`src/rtl/prog_loader_pkg.sv`:
```
// prog_loader_pkg: shared control-unit, opcode and loader state definitions
package prog_loader_pkg;

    typedef enum logic [1:0] {
        Init,
        Fetch,
        Decode,
        Execute
    } State;

    typedef enum logic [3:0] {
        _noop   = 4'd0,
        _load_b = 4'd1,
        _load_a = 4'd2,
        _add    = 4'd3,
        _sub    = 4'd4,
        _halt   = 4'd5
    } inst;

    typedef enum logic [2:0] {
        L_IDLE,
        L_HI,
        L_LO,
        L_WRITE,
        L_DONE,
        L_ERR
    } LoadState;

    function automatic string loadstate_to_string(input LoadState s);
        return s == L_IDLE  ? "L_IDLE"  :
               s == L_HI    ? "L_HI"    :
               s == L_LO    ? "L_LO"    :
               s == L_WRITE ? "L_WRITE" :
               s == L_DONE  ? "L_DONE"  :
               s == L_ERR   ? "L_ERR"   : "L_UNKNOWN";
    endfunction

endpackage

```
`src/rtl/loader_addr_counter.sv`:
```
// loader_addr_counter: instruction-memory write address and session word count
module loader_addr_counter #(
    parameter int ADDR_W = 4
) (
    input  logic              Clk,
    input  logic              Reset,
    input  logic              clear,
    input  logic              inc_len,
    input  logic              inc_addr,
    output logic [ADDR_W-1:0] addr,
    output logic [ADDR_W:0]   len,
    output logic              at_last
);

    assign at_last = &addr;

    // Address advances only when another word will follow; length counts every write.
    always_ff @(posedge Clk or posedge Reset) begin
        if (Reset) begin
            addr <= '0;
            len  <= '0;
        end else if (clear) begin
            addr <= '0;
            len  <= '0;
        end else begin
            if (inc_len)
                len <= len + 1'b1;
            if (inc_addr)
                addr <= addr + 1'b1;
        end
    end

endmodule

```
`src/rtl/prog_loader.sv`:
```
// prog_loader: packs a byte stream into 16-bit instructions and writes instruction memory
module prog_loader
    import prog_loader_pkg::*;
#(
    parameter int ADDR_W = 4,
    parameter int DATA_W = 16
) (
    input  logic              Clk,
    input  logic              Reset,
    input  logic              start,
    input  logic [7:0]        in_byte,
    input  logic              in_valid,
    output logic              in_ready,
    output logic              im_we,
    output logic [ADDR_W-1:0] im_addr,
    output logic [DATA_W-1:0] im_wdata,
    output logic              cu_hold,
    output logic              prog_done,
    output logic [ADDR_W:0]   prog_len,
    output logic              err_illegal,
    output logic              err_full
);

    LoadState state, next_state;
    logic [7:0] hi_q;
    logic       restart, illegal, is_halt, at_last;

    assign restart = start && (state == L_IDLE || state == L_DONE || state == L_ERR);
    assign illegal = in_byte[7:4] > _halt;
    assign is_halt = hi_q[7:4] == _halt;
    assign cu_hold = state != L_DONE;

    loader_addr_counter #(.ADDR_W(ADDR_W)) u_cnt (
        .Clk      (Clk),
        .Reset    (Reset),
        .clear    (restart),
        .inc_len  (im_we),
        .inc_addr (im_we && !is_halt && !at_last),
        .addr     (im_addr),
        .len      (prog_len),
        .at_last  (at_last)
    );

    // State register.
    always_ff @(posedge Clk or posedge Reset) begin
        if (Reset)
            state <= L_IDLE;
        else
            state <= next_state;
    end

    // Next-state and handshake/write strobes.
    always_comb begin
        next_state = state;
        in_ready   = 1'b0;
        im_we      = 1'b0;
        case (state)
            L_IDLE, L_DONE, L_ERR: next_state = start ? L_HI : state;
            L_HI: begin
                in_ready = 1'b1;
                if (in_valid)
                    next_state = illegal ? L_ERR : L_LO;
            end
            L_LO: begin
                in_ready = 1'b1;
                if (in_valid)
                    next_state = L_WRITE;
            end
            L_WRITE: begin
                im_we      = 1'b1;
                next_state = (is_halt || at_last) ? L_DONE : L_HI;
            end
            default: next_state = L_IDLE;
        endcase
    end

    // Byte capture; the packed word is held as im_wdata until the next instruction completes.
    always_ff @(posedge Clk or posedge Reset) begin
        if (Reset) begin
            hi_q     <= '0;
            im_wdata <= '0;
        end else begin
            if (state == L_HI && in_valid)
                hi_q <= in_byte;
            if (state == L_LO && in_valid)
                im_wdata <= {hi_q, in_byte};
        end
    end

    // Sticky session status, cleared by an accepted start.
    always_ff @(posedge Clk or posedge Reset) begin
        if (Reset) begin
            prog_done   <= 1'b0;
            err_illegal <= 1'b0;
            err_full    <= 1'b0;
        end else if (restart) begin
            prog_done   <= 1'b0;
            err_illegal <= 1'b0;
            err_full    <= 1'b0;
        end else begin
            if (state == L_HI && in_valid && illegal)
                err_illegal <= 1'b1;
            if (state == L_WRITE && is_halt)
                prog_done <= 1'b1;
            if (state == L_WRITE && !is_halt && at_last)
                err_full <= 1'b1;
        end
    end

endmodule

```
`config.mk`:
```
export PLATFORM = sky130hd
export DESIGN_NAME = prog_loader
export DESIGN_NICKNAME = d
export VERILOG_FILES = /design/src/rtl/prog_loader_pkg.sv /design/src/rtl/loader_addr_counter.sv /design/src/rtl/prog_loader.sv
export SDC_FILE = /design/constraint.sdc
export NUM_CORES = 1
export LEC_CHECK = 0
export ABC_AREA = 0
export BUFFER_PORTS_ARGS = -buffer_cell sky130_fd_sc_hd__buf_4
export CELL_PAD_IN_SITES_DETAIL_PLACEMENT = 1
export CELL_PAD_IN_SITES_GLOBAL_PLACEMENT = 2
export CORE_ASPECT_RATIO = 0.6
export CORE_MARGIN = 3
export CORE_UTILIZATION = 34
export DETAILED_ROUTE_END_ITERATION = 6
export PLACE_DENSITY_LB_ADDON = 0.1
export SLEW_MARGIN = 30
export SYNTH_ARGS = -nofsm -noshare
export SYNTH_HDL_FRONTEND = slang
export SYNTH_HIERARCHICAL = 1
export SYNTH_SLANG_ARGS = --single-unit
export TNS_END_PERCENT = 30
```
`constraint.sdc`:
```
create_clock -name Clk -period 2.1 [get_ports Clk]
set_input_delay 0.21 -clock Clk [delete_from_list [all_inputs] [get_ports Clk]]
set_output_delay 0.21 -clock Clk [all_outputs]
set_load 0.05 [all_outputs]
```
==> results.cfg <==
[floorplanning]
io_pins = 43
rows = 19
initial_core_util_pct = 36.8
die_area_um2 = 6070
coreArea_um2 = 4750
die_h_um = 61.6
fp.dieW_um = 98.6

[clocking]
cts_tree = built
cts_buffers = 5
cts-resized-gates = 0
clockRootBuffer = clkbuf_8
clkTransAtPathRegs_ns = 0.07
clockBufferDepth = 2
cts.sinks = 39
insertion_delay_ns = 0.29
cts_hold_buf = 1
cts_setup_buffers = 0
cts_htree_levels = 2

[sta]
tns_ns = 0
fin_crit_ns = 1.86
worst_pin_slew_ns = 0.383
fmax_mhz = 538
finalSetupViolations = 0
slew_violations = 0
post-route-period-util_pct = 88.6
fin_worst_skew_ns = 0.00462
slew_headroom_pct = 74.5
finalHoldViolCount = 0
rsz0062_at_grt = false

[synth]
yosysMostFrequentCell = dfrtp_1
synth_commonest_cells = dfrtp_1, mux2_2, nor2_1
syn_nets = 149
netlist_area_um2 = 1750
synth.top_cell.area_share_pct = 55.8
synth_seq_cells = 39
yosysTopAreaCell = dfrtp_1
synth_warnings = 6
synth-seq-area-share_pct = 55.8
dominantRegCellSynth = dfrtp_1
synthTopCellsByArea = dfrtp_1, mux2_2, nor2_1
synth_edf_count = 0
synth_area_per_cell_um2 = 13.0
ys_types = 37
synthCells = 135
synthArstFlopShare_pct = 100

[route]
drt_wl_total_um = 4150
wl_per_cell_um = 16.5
drc_errors = 0
antenna_left = 0
num_vias = 1235
viasPerCell = 4.92
dr.pass1.iters = 4
drtIter0Drc = 40

[placement]
placed_cell_area_um2 = 2180
placed_cells_incl_taps = 242
io_buffers = 42
gp_congestion = 0.758
dp_hpwl_um = 3220

[layout]
design_area_um2 = 2270
utilization_pct = 47.7
antenna_cells_inserted = 0
drive_above_1_share_pct = 46.8
syn2layout_area_growth_pct = 29.7
multi_input_area_um2 = 732
nNetsFinal = 201
seqCellArea_um2 = 976
instances_no_fill = 251
fillers = 526

[worst_hold_path]
min_path_type = in2reg

[global_routing]
grt_antenna_before_repair = 0
grt_pass1_vias = 1353
grt-ovfl-total = 0
track_usage_pct = 15.2
grt_pass1_wl_um = 7040
grt_max_degree = 31

[outcome]
outcome = finished clean

[run]
drv_cap = 0

[worst_setup_path]
cp.required_ns = 1.89
crit_arrival_ns = 1.65
critPathKind = reg2out
cp-end-kind = output pin
cp_max_fo = 8
startpoint_type = flop

[pwr]
ir_worst_vdd_v = 0.000700
combinationalPowerShare_pct = 50.1
switching_power_mw = 1.50
power_leakage_nw = 1.12
internal_power_mw = 1.87
clockPowerShare_pct = 14.3
seq_power_share_pct = 35.6
p_per_area_nw_per_um2 = 1490
p_sw_share_pct = 44.5
-- path summary, 6_finish.rpt --
| check | start | slack [ns] | depth (start not counted) | endpoint |
|---|---|---|---|---|
| worst max register to register | state[0] | 0.35 | 6 | u_cnt/len[4] |
| max in group asynchronous | Reset | 1.25 | 4 | state[1] |
| worst min register to register | im_wdata[3] | 0.51 | 1 | im_wdata[3] |
| min in group asynchronous | Reset | 0.46 | 3 | u_cnt/len[4] |
| worst min-delay path | start | 0.16 | 2 | state[2] |
| worst max-delay path | state[1] | 0.24 | 4 | cu_hold |
-- critical path, cell delays in order, from the launching register on --
cell	delay (ns)
dfrtp_1	0.51
buf_4	0.22
nand2b_1	0.15
or2_2	0.28
buf_4	0.19
-- per-layer routing --
metal  global-route usage, %  part of all wire, %
met1                    19.9                   50
met2                    24.2                   43
met3                    5.09                  5.7
met5                       0                    0
met4                    5.25                 0.96
-- power by group through the flow --
stage	Clock, mW	Combinational (mW)	Sequential, mW
finish	0.483	1.69	1.20
global route	0.536	1.79	1.24
CTS	0.502	1.71	1.20
detailed placement	0	1.71	1.21
global placement	0	1.67	1.19
floorplan	0	0.613	1.75
-- through the flow --
step	setup WS (ns)	hold WS, ns	total power [mW]
after CTS	0.234	0.153	3.41
after floorplan	0.0819	0.0379	2.36
after detailed placement	0.317	0.234	2.92
after global placement	0.410	0.213	2.85
after global routing	0.168	0.151	3.57
final	0.240	0.159	3.37
-- placed cells by master, fill, tap and decap left out, types with 2 or more instances in the layout --
master | Yosys | final
mux2_2 | 24 | 24
clkbuf_1 | 1 | 2
nand4_1 | 3 | 3
mux2_1 | 3 | 3
ha_1 | 2 | 2
xnor2_1 | 2 | 2
nor2_1 | 10 | 10
mux2i_1 | 2 | 2
nor2b_1 | 4 | 4
dfrtp_1 | 39 | 39
clkbuf_8 | 0 | 5
buf_4 | 1 | 50
a22o_1 | 2 | 2
nand2b_1 | 3 | 3
nand2_1 | 2 | 2
nand3b_1 | 3 | 3
o21bai_1 | 2 | 2
a21bo_2 | 2 | 2
inv_1 | 4 | 4
a21oi_1 | 5 | 5
-- sequential cells by signal, summed over array words and instances, names as in the netlist --
name / flops
u_cnt/addr: 4
im_wdata: 16
state: 3
hi_q: 8
u_cnt/len: 5
prog_done: 1
err_full: 1
err_illegal: 1
-- layout make-up --
class / instances / share of cell area, %
multi-input combinational: 86 / 32.3
sequential: 39 / 43.0
tap: 63 / 3.47
timing repair buffer: 51 / 17.0
clock inverter: 1 / 0.221
clock buffer: 7 / 3.36
inverter: 4 / 0.662
-- cells by family (layout without fill, tap and decap cells) --
logic type,Yosys count,after routing,share of synthesized area [%]
buf+inv,10,63,3.00
mux,29,29,18.5
compound gates,17,17,7.01
fa+ha+maj,2,2,1.43
flops,39,39,55.8
simple gates,36,36,13.2
xor+xnor,2,2,1.00
Note: power is estimated with default switching activity, not from simulation.
